$ cat config.mk
export PLATFORM = sky130hd
export DESIGN_NAME = mem_port_arbiter
export DESIGN_NICKNAME = d
export VERILOG_FILES = /design/src/rtl/mem_port_arbiter.sv
export SDC_FILE = /design/constraint.sdc
export NUM_CORES = 1
export LEC_CHECK = 0
export BUFFER_PORTS_ARGS = -buffer_cell sky130_fd_sc_hd__clkbuf_2
export CAP_MARGIN = 40
export CORE_AREA = 5 5 116 118
export DETAILED_ROUTE_END_ITERATION = 16
export DIE_AREA = 0 0 121 123
export GPL_TIMING_DRIVEN = 0
export PLACE_DENSITY = 0.56
export SLEW_MARGIN = 20
export SYNTH_ARGS = -nofsm -noshare
export SYNTH_HDL_FRONTEND = slang
export SYNTH_SLANG_ARGS = --single-unit
export TNS_END_PERCENT = 1
$ cat constraint.sdc
create_clock -name clk -period 2.1 [get_ports clk]
set_clock_uncertainty 0.05 [all_clocks]
set_input_delay 0.315 -clock clk [delete_from_list [all_inputs] [get_ports clk]]
set_output_delay 0.315 -clock clk [all_outputs]
set_load 0.02 [all_outputs]
$ cat src/rtl/mem_port_arbiter.sv
// Shares the single data-memory port between instruction fetch and the load/store unit.
// Grants are combinational, read data returns one cycle later, misaligned data accesses are rejected.
module mem_port_arbiter #(
  parameter int ADDR_WIDTH      = 32,
  parameter int MAX_DATA_STREAK = 4
) (
  input  logic                  clk,
  input  logic                  reset,
  input  logic                  if_req,
  input  logic [ADDR_WIDTH-1:0] if_addr,
  output logic                  if_gnt,
  output logic                  if_rvalid,
  output logic [31:0]           if_rdata,
  input  logic                  d_req,
  input  logic                  d_we,
  input  logic [2:0]            d_funct3,
  input  logic [ADDR_WIDTH-1:0] d_addr,
  input  logic [31:0]           d_wdata,
  output logic                  d_gnt,
  output logic                  d_rvalid,
  output logic [31:0]           d_rdata,
  output logic                  d_err,
  output logic                  mem_write,
  output logic [2:0]            mem_funct3,
  output logic [ADDR_WIDTH-1:0] mem_write_address,
  output logic [31:0]           mem_write_data,
  output logic [ADDR_WIDTH-1:0] mem_read_address,
  input  logic [31:0]           mem_read_data
);

  localparam int SW = (MAX_DATA_STREAK < 1) ? 1 : $clog2(MAX_DATA_STREAK + 1);
  localparam logic [SW-1:0] STREAK_MAX = SW'(MAX_DATA_STREAK);

  // Owner of the read data that arrives in the following cycle.
  typedef enum logic [1:0] {
    RESP_NONE = 2'd0,
    RESP_IF   = 2'd1,
    RESP_D    = 2'd2,
    RESP_ERR  = 2'd3
  } resp_e;

  resp_e         resp_q, resp_d;
  logic [SW-1:0] streak_q, streak_d;
  logic          d_misaligned;
  logic          fetch_forced;
  logic          unused_if_addr_bits;

  assign unused_if_addr_bits = ^if_addr[1:0];

  // Handshake: a requester raises req with its fields and holds both stable
  // until the cycle its gnt is high; the access is taken in that same cycle,
  // and any read data is qualified by rvalid exactly one cycle later.
  assign d_misaligned = ((d_funct3[1:0] == 2'b01) && d_addr[0]) ||
                        ((d_funct3[1:0] == 2'b10) && (d_addr[1:0] != 2'b00));

  assign fetch_forced = if_req && (streak_q == STREAK_MAX);

  always_comb begin
    if_gnt            = 1'b0;
    d_gnt             = 1'b0;
    mem_write         = 1'b0;
    mem_funct3        = 3'b010;
    mem_read_address  = {if_addr[ADDR_WIDTH-1:2], 2'b00};
    mem_write_address = d_addr;
    mem_write_data    = d_wdata;
    resp_d            = RESP_NONE;
    if (!reset) begin
      if (d_req && !fetch_forced) begin
        d_gnt      = 1'b1;
        mem_funct3 = d_funct3;
        if (d_misaligned) begin
          resp_d = RESP_ERR;
        end else if (d_we) begin
          mem_write = 1'b1;
        end else begin
          mem_read_address = d_addr;
          resp_d           = RESP_D;
        end
      end else if (if_req) begin
        if_gnt = 1'b1;
        resp_d = RESP_IF;
      end
    end
  end

  // Counts data wins while fetch is waiting; saturates at the forcing threshold.
  always_comb begin
    streak_d = streak_q;
    if (!if_req || if_gnt) begin
      streak_d = '0;
    end else if (d_gnt && (streak_q != STREAK_MAX)) begin
      streak_d = streak_q + SW'(1);
    end
  end

  always_ff @(posedge clk) begin
    if (reset) begin
      resp_q   <= RESP_NONE;
      streak_q <= '0;
    end else begin
      resp_q   <= resp_d;
      streak_q <= streak_d;
    end
  end

  // Gating with reset drops a response whose grant preceded a reset.
  assign if_rvalid = !reset && (resp_q == RESP_IF);
  assign d_rvalid  = !reset && (resp_q == RESP_D);
  assign d_err     = !reset && (resp_q == RESP_ERR);
  assign if_rdata  = mem_read_data;
  assign d_rdata   = mem_read_data;

endmodule

==> impl_results.md, run 1 <==
* Status: finished with violations
* Failing checks: negative setup slack
* CP max stage delay at 340 ps
* Final period util at 109%
* Maxcap violations at 0
* Non-Filler Instances at 621
* Die X at 121 um
* Crit path DAT at 1920 ps
* Vias in the first global route at 2,095
* Post-DRT Antenna Nets at 0
* CP required at 1740 ps
* Largest net degree at the start of global routing at 11
* Final net count at 588
* Antenna cells at 0
* CTS Root Cell: clkbuf_16
* Die Area at 14,900 um^2
* Synth unique cells at 23
* Met2 Use GR at 16.7%
* Synth cell count leaders: buf_4, mux2_4, dfxtp_1
* # DRC at 0
* RSZ-0062 raised after global routing: true
* LEAKAGE at 2.11 nW
* Grt total ovfl at 0
* Most common cell in the synthesized netlist: buf_4
* Post-synth EDFFs at 0
* Antenna violations before repair at 0
* Slew @ Worst Pin at 302 ps
* Placed insts at 610
* Type of the worst setup path: reg -> out
* Final-report hold violation count at 0
* Final core utilization at 28.7%
* Crit-path cells: inv_2 -> ha_4 -> nand3_4 -> nand2_4 -> nor3b_4 -> buf_6 -> clkbuf_16 -> mux2_4 -> buf_6
* Met1 Use GR at 8.88%
* Dpl hpwl at 6980 um
* Final Power at 0.00125 W
* HP Class: in -> reg
* Core Region at 12,400 um^2
* Row count at 41
* GP Congestion at 0.778
* Slew Limit Fails at 0
* Final setup fails at 32
* Syn_area_per_cell at 8.88 um^2
* Clk_lat worst skew at 230 ps
* Largest area contributor in the netlist: buf_4
* TritonCTS clock tree: done
* H-tree depth at 1
* Peak Freq at 0.438 GHz
* DRT Pass-1 Iters at 3
* Top delay family on crit path: buffers and inverters
* Area share of the largest cell type after synthesis at 54.1%
* Clock transition at the registers of the reported paths at 30 ps
* WL final at 7520 um
* Setup ws final at -185 ps
* Synth top area cells: buf_4, mux2_4, dfxtp_1
* Worst Path Max Fanout at 5
* I/O Buffers at 238
* Period minus WS final at 2290 ps
* Top FF cell, synth: dfxtp_1
* VDD IR max at 263 uV
* Post-Syn Nets at 338
* CTS Sinks at 5
* # IOs at 305
* Routed len/inst at 12.1 um
* Post-synthesis sequential area ratio at 5.64%
* Clock Tree Buf Depth at 2
* Met3 Track Usage GR at 2.70%
* CP most frequent cell: buf_6
* Slowest-stage cell, CP: dfxtp_2
* Asr flop ratio synth at 0%
* Rel. slew slack at 79.9%
* Fraction of layout cells with a size suffix above 1 at 93.8%
* First-pass GRT wire length at 10,200 um
* Synthesized flop and latch total at 5
* Gr busiest metal: met2
* DP Worst Slack at -298 ps
* Total CTS buffers at 3
* Routed via count at 2,095
* Synth warn at 0
* 1st-iter DRT viols at 19
* DIE HEIGHT at 123 um
* Hold buffer count at CTS at 0
* PwrDens at 353 nW/um^2
* Setup crit end kind: output port
* Post-synthesis cell count at 200
* Vias/cell at 3.37
* Starting density of the core at 14.4%
* WP buf/inv at 4
* Mapped cell area at 1780 um^2
* Startpoint class of the critical path: register
* Area delta synth->final at 99.8%
* Total GRT Usage at 8.37%
==> kinds of logic after synthesis <==
logic type	Yosys count	share of synthesized area, %
simple gates	22	8.53
flops	5	5.64
mux	32	26.1
fa+ha+maj	2	1.41
compound gates	4	1.41
buf+inv	135	56.9
==> per-stage QoR <==
stage	hold slack [ps]	area, um^2	setup TNS (ps)
6_report	281	3550	-4760
5_1_grt	290	3550	-8230
4_1_cts	283	3420	-5300
3_5_place_dp	402	3180	-8470
3_3_place_gp	392	3180	-8480
2_1_floorplan	355	1780	0
==> worst reg2reg max path, stage by stage, from the launching register on <==
cell      delay, ps
dfxtp_2         310
inv_2            60
ha_4            150
buf_4           110
nand2_1          60
a21oi_1         300
o21bai_1        160
==> path summary, 6_finish.rpt <==
| path | startpoint | to | slack [ps] | cells past startpoint |
|---|---|---|---|---|
| worst min-delay path | d_we | resp_q[1] | 280 | 2 |
| worst max register to register | streak_q[1] | resp_q[0] | 830 | 6 |
| worst min register to register | streak_q[0] | streak_q[0] | 380 | 1 |
| worst max-delay path | streak_q[0] | mem_read_address[10] | -190 | 9 |
==> per-layer routing <==
layer,wire (um),up-vias
li1,-,1016
met1,2440,947
met2,4170,130
met3,893,2
met4,12,0
met5,0,-
==> area by class of cell <==
type / count / area [um^2]
fillers: 1332 / 8820
repair buffers: 245 / 1420
plain buffers: 131 / 1020
multi-input cells: 60 / 691
well taps: 172 / 215
flip-flops and latches: 5 / 103
clock buffers: 4 / 78.8
inverters: 4 / 15.0
==> report_power, final <==
part | leakage, nW | switching (W) | total [W] | internal [W]
Sequential | 0.0418 | 0.00000275 | 0.000102 | 0.0000993
Combinational | 2.03 | 0.000410 | 0.000840 | 0.000429
Clock | 0.0382 | 0.0000582 | 0.000309 | 0.000251
Total | 2.11 | 0.000471 | 0.00125 | 0.000780
==> placed cells by master (no fill, tap or decap) <==
cell / synthesis / layout
clkbuf_2: 0 / 215
buf_4: 128 / 131
mux2_4: 28 / 28
buf_6: 3 / 16
nand2_1: 4 / 4
clkbuf_16: 0 / 4
buf_2: 0 / 4
mux2_2: 3 / 3
buf_12: 0 / 3
buf_8: 0 / 3
dfxtp_1: 5 / 3
inv_2: 0 / 2
o21bai_1: 2 / 2
and2_1: 2 / 2
inv_1: 4 / 2
nand2b_1: 2 / 2
and3_2: 2 / 2
a21oi_1: 2 / 2
nor3b_1: 2 / 2
nor3_1: 2 / 2
nor2_1: 2 / 2
clkbuf_8: 0 / 2
dfxtp_2: 0 / 2
nand3_4: 0 / 1
nor2b_4: 1 / 1
nand2_4: 1 / 1
nor3b_4: 1 / 1
and3b_1: 1 / 1
and3_1: 1 / 1
mux2i_1: 1 / 1
ha_4: 0 / 1
ha_1: 2 / 1
clkbuf_1: 0 / 1
buf_16: 0 / 1
==> registers in the layout (all words and copies together), names as in the netlist <==
name	flops
streak_q	3
resp_q	2
==> what timing repair did <==
action / CTS / global route
setup endpoints to repair: 32 / 32
pin swaps: 3 / 3
gates resized for setup: 25 / 51
cloned: 1 / 1
buffers inserted: 4 / 1
Note: power is estimated with default switching activity, not from simulation.
==> run 2: changes to the inputs <==
--- a/config.mk
+++ b/config.mk
@@ -11,7 +11,7 @@
 export DETAILED_ROUTE_END_ITERATION = 16
 export DIE_AREA = 0 0 121 123
 export GPL_TIMING_DRIVEN = 0
-export PLACE_DENSITY = 0.56
+export RECOVER_POWER = 25
 export SLEW_MARGIN = 20
 export SYNTH_ARGS = -nofsm -noshare
 export SYNTH_HDL_FRONTEND = slang
==> impl_results.md, run 2 (synthesized netlist as in run 1, its figures left out) <==
* Status: finished with violations
* Failing checks: negative setup slack
* VDD IR max at 613 uV (+130%)
* Antenna cells at 0 (unchanged)
* Die Area at 14,900 um^2 (unchanged)
* First-pass GRT wire length at 9440 um (-7.6%)
* WP buf/inv at 4 (unchanged)
* # DRC at 0 (unchanged)
* Setup TNS at -5100 ps (-334 ps)
* Slew Limit Fails at 0 (unchanged)
* DP Worst Slack at -353 ps (-55.3 ps)
* Clock transition at the registers of the reported paths at 30 ps (about the same)
* Final net count at 592 (+0.68%)
* Vias/cell at 3.26 (-3.4%)
* Type of the worst setup path: reg -> out
* R2R Setup Slk at 890 ps (+60 ps)
* Leading cell types in the layout, fill and taps excluded: clkbuf_2, buf_4, clkbuf_1
* TritonCTS clock tree: done
* WL final at 7290 um (-3.1%)
* Rel. slew slack at 82.2% (+2.3 points)
* Final period util at 109% (+0.31 points)
* LEAKAGE at 2.05 nW (-3.0%)
* Routed len/inst at 11.7 um (-3.7%)
* P_sw at 0.000469 W (-0.43%)
* RR Endpoint: resp_q[0]
* Total CTS buffers at 3 (unchanged)
* Hold buffer count at CTS at 0 (unchanged)
* Slowest-stage cell, CP: dfxtp_2
* P_int at 0.000783 W (+0.37%)
* Biggest regs: streak_q x3, resp_q x2
* Fraction of layout cells with a size suffix above 1 at 86.5% (-7.2 points)
* Most flop-heavy register: streak_q
* Min-delay src: d_req
* CTS Root Cell: clkbuf_16
* Total GRT Usage at 7.79% (-0.59 points)
* Crit path DAT at 1930 ps (about the same)
* RSZ-0062 raised after global routing: true
* I/O Buffers at 238 (unchanged)
* Final setup fails at 30 (-6.3%)
* Maxcap violations at 0 (unchanged)
* Hold slack final at 310 ps (+28.9 ps)
* Startpoint class of the critical path: register
* Period minus WS final at 2290 ps (+6.42 ps)
* Net Sw Frac at 37.5% (-0.19 points)
* GP Congestion at 0.728 (-6.4%)
* CTS Sinks at 5 (unchanged)
* Hold Path Depth at 3 (+1)
* CP required at 1740 ps (about the same)
* Core Region at 12,400 um^2 (unchanged)
* Largest net degree at the start of global routing at 11 (unchanged)
* Register-to-Register Path Depth at 6 (unchanged)
* Comb pwr share at 67.4% (+0.3 points)
* Row count at 41 (unchanged)
* Clk_lat worst skew at 220 ps (about the same)
* Most common cell after layout, fill and taps aside: clkbuf_2
* Crit-path cells: inv_2 -> ha_4 -> nand3_4 -> nand2_4 -> nor3b_4 -> buf_12 -> clkbuf_16 -> mux2_4 -> buf_8
* Setup ws final at -191 ps (-6.42 ps)
* Routed via count at 2,037 (-2.8%)
* Final Power at 0.00125 W (about the same)
* Post-DRT Antenna Nets at 0 (unchanged)
* Starting density of the core at 14.4% (unchanged)
* DIE HEIGHT at 123 um (unchanged)
* Area delta synth->final at 102%
* # IOs at 305 (unchanged)
* PwrDens at 349 nW/um^2 (-1.0%)
* Grt total ovfl at 0 (unchanged)
* Clock Tree Buf Depth at 2 (unchanged)
* CP max stage delay at 330 ps (about the same)
* R2R Path Start: streak_q[0]
* Setup crit end kind: output port
* Destination of the worst hold path: streak_q[1]
* DRT Pass-1 Iters at 4 (+1)
* Final core utilization at 29.0% (+0.31 points)
* Slew @ Worst Pin at 268 ps (-33.7 ps)
* Vias in the first global route at 1,860 (-11%)
* Reg power frac at 8.2% (about the same)
* Peak Freq at 0.436 GHz (-0.28%)
* Dpl hpwl at 6560 um (-5.9%)
* Antenna violations before repair at 0 (unchanged)
* H-tree depth at 1 (unchanged)
* HP Class: in -> reg
* Layout fillers at 1,330 (-0.15%)
* Max reg flops at 3 (unchanged)
* 1st-iter DRT viols at 20 (+1)
* Worst Path Max Fanout at 7 (+2)
* Top delay family on crit path: buffers and inverters
* Clock Power Share at 24.5% (-0.2 points)
* Final-report hold violation count at 0 (unchanged)
* Die X at 121 um (unchanged)
[run 2: cell types whose count changed in the layout (fill, tap and decap cells not counted), sizes merged]
| cell | change |
|---|---|
| buf | +8 |
| clkbuf | -4 |
[run 2: worst max path at each step]
stage / from / depth (start not counted) / endpoint
2_1_floorplan: streak_q[0] / 7 / mem_read_address[16]
4_1_cts: streak_q[0] / 9 / mem_read_address[22]
5_1_grt: streak_q[0] / 9 / mem_read_address[3]
3_3_place_gp: streak_q[0] / 8 / mem_read_address[3]
3_5_place_dp: streak_q[0] / 8 / mem_read_address[22]
6_report: streak_q[0] / 9 / mem_read_address[3]
[run 2: per-stage QoR]
| step | std cells | instance area (um^2) |
|---|---|---|
| 2_1_floorplan | 200 | 1780 |
| 4_1_cts | 620 | 3430 |
| 3_3_place_gp | 610 | 3180 |
| 6_report | 625 | 3590 |
| 5_1_grt | 625 | 3590 |
| 3_5_place_dp | 610 | 3180 |
[run 2: worst reg2reg max path: stages (launching register included)]
cell and delay (ps):
dfxtp_2 320, inv_2 70, ha_4 150, buf_4 110
nand2_1 60, a21oi_1 230, o21bai_1 150
[run 2: cell type report]
cell class | count | area [um^2] | share of cell area (%)
tap | 172 | 215 | 6.00
timing repair buffer | 249 | 1450 | 40.5
inverter | 4 | 15.0 | 0.419
sequential | 5 | 103 | 2.86
multi-input combinational | 60 | 699 | 19.5
clock buffer | 4 | 78.8 | 2.20
buffer | 131 | 1020 | 28.5
[run 2: metal layers]
| metal | vias to the layer above | GRT usage, % | share of wire [%] |
|---|---|---|---|
| met1 | 888 | 8.53 | 33 |
| met4 | 0 | 0.850 | 0.16 |
| met2 | 124 | 15.5 | 56 |
| met5 | - | 0 | 0 |
| met3 | 2 | 1.97 | 11 |
| li1 | 1023 | - | - |
[run 2: power by group through the flow]
stage,Clock [W],Sequential (W),Combinational (W)
after floorplan,0,0.000102,0.000526
after global placement,0,0.000104,0.000781
after detailed placement,0,0.000104,0.000785
after CTS,0.000313,0.000103,0.000815
after global routing,0.000321,0.000103,0.000891
final,0.000306,0.000102,0.000843
[run 2: timing repair]
item	in CTS	in global routing
pin swaps	4	4
endpoints found under the setup margin	32	32
gates cloned	1	2
resized for setup	23	67
hold endpoints to repair	0	0
buffers inserted	5	3
